### config.mk
export PLATFORM = sky130hd
export DESIGN_NAME = video_timing_tpg
export DESIGN_NICKNAME = d
export VERILOG_FILES = /design/src/rtl/video_timing_tpg.sv
export SDC_FILE = /design/constraint.sdc
export NUM_CORES = 1
export LEC_CHECK = 0
export CAP_MARGIN = 20
export CORE_MARGIN = 4
export CORE_UTILIZATION = 55
export CTS_BUF_LIST = sky130_fd_sc_hd__clkbuf_8
export DETAILED_ROUTE_END_ITERATION = 12
export PLACE_DENSITY = 0.78
export SETUP_SLACK_MARGIN = 0.4
export SYNTH_ARGS = -nofsm -noshare
export SYNTH_HDL_FRONTEND = slang
export SYNTH_SLANG_ARGS = --single-unit
### constraint.sdc
create_clock -name clk -period 4.1 [get_ports clk]
set_input_delay 0.82 -clock clk [delete_from_list [all_inputs] [get_ports clk]]
set_output_delay 0.82 -clock clk [all_outputs]
set_load 0.05 [all_outputs]
### src/rtl/video_timing_tpg.sv
`default_nettype none
// ============================================================================
// Module   : video_timing_tpg
// Brief    : Raster timing generator (vs/hs/de) with selectable test patterns.
// Revision : 1.0 - initial release
// ============================================================================
module video_timing_tpg #(
    parameter int   H_DISP   = 1280,
    parameter int   H_FRONT  = 110,
    parameter int   H_SYNC   = 40,
    parameter int   H_BACK   = 220,
    parameter int   V_DISP   = 720,
    parameter int   V_FRONT  = 5,
    parameter int   V_SYNC   = 5,
    parameter int   V_BACK   = 20,
    parameter logic HS_POL   = 1'b1,
    parameter logic VS_POL   = 1'b1,
    parameter int   R_W      = 5,
    parameter int   G_W      = 6,
    parameter int   B_W      = 5,
    parameter int   CHK_LOG2 = 4,
    localparam int  DW       = R_W + G_W + B_W
) (
    input  logic          clk,
    input  logic          rst,
    input  logic          en_i,
    input  logic [2:0]    mode_i,
    input  logic [DW-1:0] solid_i,
    output logic          vs_o,
    output logic          hs_o,
    output logic          de_o,
    output logic [DW-1:0] data_o,
    output logic          sof_o,
    output logic [7:0]    frame_cnt_o
);

    localparam logic [11:0] c_H_TOTAL  = 12'(H_DISP + H_FRONT + H_SYNC + H_BACK);
    localparam logic [11:0] c_V_TOTAL  = 12'(V_DISP + V_FRONT + V_SYNC + V_BACK);
    localparam logic [11:0] c_H_DISP   = 12'(H_DISP);
    localparam logic [11:0] c_V_DISP   = 12'(V_DISP);
    localparam logic [11:0] c_HS_START = 12'(H_DISP + H_FRONT);
    localparam logic [11:0] c_HS_END   = 12'(H_DISP + H_FRONT + H_SYNC);
    localparam logic [11:0] c_VS_START = 12'(V_DISP + V_FRONT);
    localparam logic [11:0] c_VS_END   = 12'(V_DISP + V_FRONT + V_SYNC);
    localparam logic [11:0] c_BAR_W    = 12'((H_DISP / 8 > 0) ? H_DISP / 8 : 1);

    localparam logic [2:0] c_MODE_SOLID   = 3'd0;
    localparam logic [2:0] c_MODE_BARS    = 3'd1;
    localparam logic [2:0] c_MODE_RAMP    = 3'd2;
    localparam logic [2:0] c_MODE_CHECKER = 3'd3;
    localparam logic [2:0] c_MODE_MOVBAR  = 3'd4;

    logic [11:0]   r_h_cnt;
    logic [11:0]   r_v_cnt;
    logic [7:0]    r_frame_cnt;
    logic [11:0]   r_bar_px;
    logic [2:0]    r_bar;
    logic [2:0]    r_mode;
    logic [DW-1:0] r_solid;

    logic          w_h_last;
    logic          w_v_last;
    logic          w_frame_start;
    logic          w_active;
    logic          w_hs;
    logic          w_vs;
    logic [2:0]    w_mode;
    logic [DW-1:0] w_solid;
    logic [11:0]   w_mb;
    logic          w_chk;
    logic [DW-1:0] w_pix;

    assign w_h_last      = (r_h_cnt == c_H_TOTAL - 12'd1);
    assign w_v_last      = (r_v_cnt == c_V_TOTAL - 12'd1);
    assign w_frame_start = (r_h_cnt == 12'd0) && (r_v_cnt == 12'd0);
    assign w_active      = (r_h_cnt < c_H_DISP) && (r_v_cnt < c_V_DISP);
    assign w_hs          = (r_h_cnt >= c_HS_START) && (r_h_cnt < c_HS_END);
    assign w_vs          = (r_v_cnt >= c_VS_START) && (r_v_cnt < c_VS_END);

    // New mode/colour apply from the first pixel of a frame, so bypass the latch there.
    assign w_mode  = w_frame_start ? mode_i  : r_mode;
    assign w_solid = w_frame_start ? solid_i : r_solid;

    assign w_mb  = r_h_cnt - {2'b00, r_frame_cnt, 2'b00};
    assign w_chk = r_h_cnt[CHK_LOG2] ^ r_v_cnt[CHK_LOG2];

    always_ff @(posedge clk) begin
        if (rst || !en_i) begin
            r_h_cnt <= 12'd0;
            r_v_cnt <= 12'd0;
        end else if (w_h_last) begin
            r_h_cnt <= 12'd0;
            r_v_cnt <= w_v_last ? 12'd0 : r_v_cnt + 12'd1;
        end else begin
            r_h_cnt <= r_h_cnt + 12'd1;
        end
    end

    always_ff @(posedge clk) begin
        if (rst) begin
            r_frame_cnt <= 8'd0;
        end else if (en_i && w_h_last && w_v_last) begin
            r_frame_cnt <= r_frame_cnt + 8'd1;
        end
    end

    // Bar index tracks h_cnt incrementally, avoiding a divider by BAR_W.
    always_ff @(posedge clk) begin
        if (rst || !en_i || w_h_last) begin
            r_bar_px <= 12'd0;
            r_bar    <= 3'd0;
        end else if (r_bar_px == c_BAR_W - 12'd1) begin
            r_bar_px <= 12'd0;
            r_bar    <= (r_bar == 3'd7) ? 3'd7 : r_bar + 3'd1;
        end else begin
            r_bar_px <= r_bar_px + 12'd1;
        end
    end

    always_ff @(posedge clk) begin
        if (rst) begin
            r_mode  <= c_MODE_SOLID;
            r_solid <= '0;
        end else begin
            r_mode  <= w_mode;
            r_solid <= w_solid;
        end
    end

    always_comb begin
        w_pix = w_solid;
        case (w_mode)
            c_MODE_BARS:    w_pix = {{R_W{~r_bar[1]}}, {G_W{~r_bar[2]}}, {B_W{~r_bar[0]}}};
            c_MODE_RAMP:    w_pix = {r_h_cnt[R_W-1:0], r_h_cnt[G_W-1:0], r_h_cnt[B_W-1:0]};
            c_MODE_CHECKER: w_pix = w_chk ? '1 : '0;
            c_MODE_MOVBAR:  w_pix = (w_mb < 12'd16) ? '1 : '0;
            default:        w_pix = w_solid;
        endcase
    end

    always_ff @(posedge clk) begin
        if (rst || !en_i) begin
            vs_o   <= ~VS_POL;
            hs_o   <= ~HS_POL;
            de_o   <= 1'b0;
            data_o <= '0;
            sof_o  <= 1'b0;
        end else begin
            vs_o   <= w_vs ? VS_POL : ~VS_POL;
            hs_o   <= w_hs ? HS_POL : ~HS_POL;
            de_o   <= w_active;
            data_o <= w_active ? w_pix : '0;
            sof_o  <= w_frame_start;
        end
    end

    // Registered copy lines the counter up with the sof_o of the frame it counts.
    always_ff @(posedge clk) begin
        if (rst) begin
            frame_cnt_o <= 8'd0;
        end else begin
            frame_cnt_o <= r_frame_cnt;
        end
    end

endmodule
`default_nettype wire
# --- After elaboration in Yosys (flattened, before gate mapping) ---
# Cells that the tools add are included.
totals:
  regBits: 94
  wordCells: 62
op_classes:
  addsub: 6
  magnitude_cmp: 7
  n_eq_ne: 8
  mux: 9
  n_bitwise: 5
  reduce_logical: 14
ops:
  columns: ["op", "n"]
  rows:
  - ["$pmux 16 s4", 1]
  - ["$mux 16", 3]
  - ["$add 12x1->12 const B", 3]
  - ["$logic_not 12->1", 2]
  - ["$lt 12x10->1 const B", 2]
  - ["$lt 12x11->1 const B", 2]
  - ["$eq 12x10->1 const B", 1]
  - ["$eq 12x11->1 const B", 1]
  - ["$eq 12x8->1 const B", 1]
  - ["$ge 12x10->1 const B", 1]
  - ["$ge 12x11->1 const B", 1]
  - ["$lt 12x5->1 const B", 1]
  - ["$mux 12", 1]
  - ["$sub 12x10->12", 1]
  - ["$add 8x1->8 const B", 1]
  - ["$eq 3x2->1 const B", 2]
  - ["$eq 3x3->1 const B", 2]
  - ["$logic_and 1x1->1", 6]
  - ["$mux 3", 2]
  - ["$reduce_or 2->1", 3]
  - ["$not 1->1", 4]
  - ["$add 3x1->3 const B", 1]
  - ["$eq 3x1->1 const B", 1]
  - ["$logic_or 1x1->1", 2]
  - ["3 further kinds", 4]

# --- Depth between registers and ports, before layout ---
depth:
  word_depth: 5
  ltp_mapped: 10
  depth_no_buf: 8

# --- Worst setup path after synthesis ---
# Ideal clock, no wire load.
synth_timing:
  kind: "flip-flop to flip-flop"
  start: "register r_h_cnt[3]"
  end: "register data_o[10]"
  setup_ns: 0.086
  arrival_time_ns: 2.298
  required_ns: 4.014
  path_slack_ns: 1.716
  path_stages_with_launch: 9
  path_buffers: 2
  cell_sequence: "dfxtp_1 -> or4_1 -> and4bb_2 -> and2_1 -> buf_4 -> mux2i_1 -> nand4_2 -> buf_4 -> a221oi_2"
synth_between:
  elab_chain_cells: 5
  elab_cells_between_ends: 16
synth_lines:
  columns: ["item", "line_no", "source"]
  rows:
  - ["start: declaration", "53", "logic [11:0] r_h_cnt;"]
  - ["start signal: assignment", "95", "r_h_cnt <= r_h_cnt + 12'd1;"]
  - ["parallel branches: the longest is 5 deep, another holds $sub 12x10->12", null, null]
  - ["end signal: assignment", "152", "data_o <= w_active ? w_pix : '0;"]
  - ["end: declaration", "32", "output logic [DW-1:0] data_o,"]
# Several ways; the timed one is not identified.
# A chain may end at the register's enable or synchronous reset.

# --- Worst setup path in the final report ---
layout_timing:
  start: "register r_h_cnt[3]"
  end: "register data_o[15]"
# The elaborated chain is that of the path after synthesis.

==> results.tsv <==
metric	value	unit
status	finished, final reports clean	
fin_skew	9.74	ps
dp_hpwl	6.93	mm
instances_no_fill	633	
seq_area	1880	sq um
fin_util	66.2	%
placed_area	4960	sq um
end_kind	flip-flop	
insertion_delay	360	ps
synthTopCellsByArea	dfxtp_1 (42%), nor2_1 (6.8%), mux2i_1 (5.6%)	
r2r_setup_slack	870	ps
synth_area_per_cell	9.16	sq um
antenna_found_initial	0	
crit_fanout	16	
ios	50	
grt_max_degree	36	
rsz0062_at_grt	no	
ant_nets	0	
worst_setup_path_start_kind	flip-flop	
holdCritPathClass	flip-flop to flip-flop	
min_period	3230	ps
setup_tns	0	ps
preCtsSetupSlack	880	ps
root_buffer	clkbuf_8	
dr.pass1.iters	4	
clkPwrFrac	34.5	%
async_flop_share	0	%
syn_area	4440	sq um
yosysMostFrequentCell	dfxtp_1	
synthDistinctLibCells	51	
internal_power	1.34	mW
p_per_area	353	nW/um^2
ys_ff_latch	94	
die_w	97.9	um
slew_headroom	47.7	%
p_seq_share	52.4	%
io_buffers	49	
wl	9.60	mm
grt_usage	20.7	%
diodes	0	
clk_pin_slew	90	ps
fin_nets	565	
dp.cells	617	
cts_tree	built	
critPathKind	flip-flop to flip-flop	
cap_violations	0	
htree_num_levels	3	
setup-violations-final	0	
multi_input_area	2350	sq um
yosysWarnings	0	
fillers	621	
drc	0	
ys_top_cells_by_count	dfxtp_1 (94), nor2_1 (81), mux2i_1 (25)	
synth_edf_count	0	
switching_share	26.7	%
area_delta_synth_final	16.3	%
max_clock_freq	310	MHz
cp.required	4370	ps
via_per_inst	5.69	
coreArea	7810	sq um
post_drt_wl_per_cell	15.2	um
vias	3603	
fin_crit_sh	78.7	%
die_h	97.9	um
ctsResizeCount	0	
p_leak	2.05	nW
slew_violations	0	
cts_buffers	9	
grt-ovfl-total	0	
cts_setup_buffers	0	
cp_data_arrival_time	3500	ps
die_area	9580	sq um
grt_pass1_wl	16.6	mm
timing.hold.ws	489	ps
grt_pass1_vias	3547	
cts_sinks	94	
first_iter_violations	121	
p_comb_share	13.1	%
row_count	32	
p_switching	487	uW
start_util	56.9	%
place_congestion	0.838	
hold_violations	0	
hold_buffers	0	
yosys.area.top_type	dfxtp_1	
synth_ff_type	dfxtp_1	
netlist_instances	485	
final_area	5170	sq um
synth.top_cell.area_share	42.4	%
ir_drop	0.000217	V
setup_slack	875	ps
clockBufferDepth	2	
ys_seq_area_share	42.4	%
worstMarginPinSlew	775	ps
syn-num-nets	524	
p_total	1.82	mW
layout-drive-gt1-share	6.97	%
==> area by class of cell <==
type | instances | area share, %
clock buffer | 10 | 2.66
clock inverter | 6 | 1.33
inverter | 18 | 1.31
multi-input combinational | 349 | 45.6
sequential | 94 | 36.4
tap | 102 | 2.47
timing repair buffer | 54 | 10.2
==> per-layer routing <==
layer  track usage [%]  up-vias  part of all wire, %  wire [um]
met4              7.77        0                  1.9        180
met5                 0        -                    0          0
met1              26.4     1720                   45       4360
met2              34.4       75                   49       4660
li1                  -     1791                    -          -
met3              4.21       17                  4.2        401
==> worst max-delay path: stages (launching register included) <==
cell and delay, ps:
dfxtp_1 410, or4_1 600, and4bb_2 360, and2_1 570
mux2i_1 320, nand4_2 450, a221oi_1 420
==> cell usage in the layout, fill, tap and decap left out, types with 7 or more instances in the layout <==
cell type        instances
dfxtp_1                 94
nor2_1                  81
clkdlybuf4s50_1         49
xor2_1                  24
mux2i_1                 24
inv_1                   18
nand2_1                 18
ha_1                    17
a21oi_1                 16
a21o_1                  15
nand3_1                 14
xnor2_1                 14
nor3_1                  13
nand4_1                 13
and3_1                  13
o21ai_0                 10
clkbuf_8                10
a31oi_1                  8
nand2b_1                 7
a221oi_2                 7
==> cell families after synthesis <==
logic type	synth area share [%]
buffers and inverters	4.68
and+or+nand+nor	22.0
muxes	6.14
DFF	42.4
AOI/OAI and AO/OA	12.5
xor gates and xnor gates	7.50
adders and majority gates	4.79
==> power groups by stage <==
stage | clock network, mW | logic [mW] | registers, mW
floorplan | 0 | 0.128 | 1.02
global placement | 0 | 0.235 | 0.976
detailed placement | 0 | 0.240 | 0.976
CTS | 0.643 | 0.241 | 0.955
global route | 0.685 | 0.260 | 0.959
finish | 0.629 | 0.240 | 0.955
==> path summary, 6_finish.rpt <==
kind,end,from,cells after the start
min reg2reg,r_solid[1],r_solid[1],2
max,data_o[15],r_h_cnt[3],6
min,r_solid[1],r_solid[1],2
max reg2reg,data_o[15],r_h_cnt[3],6
==> sequential cells by signal, indices dropped and copies added, names as in the netlist, 3 cells and up <==
signal,flops
r_bar,3
r_h_cnt,12
frame_cnt_o,8
r_mode,3
r_frame_cnt,8
r_solid,16
r_bar_px,12
r_v_cnt,12
data_o,16
(Power assumes the default switching activity.)
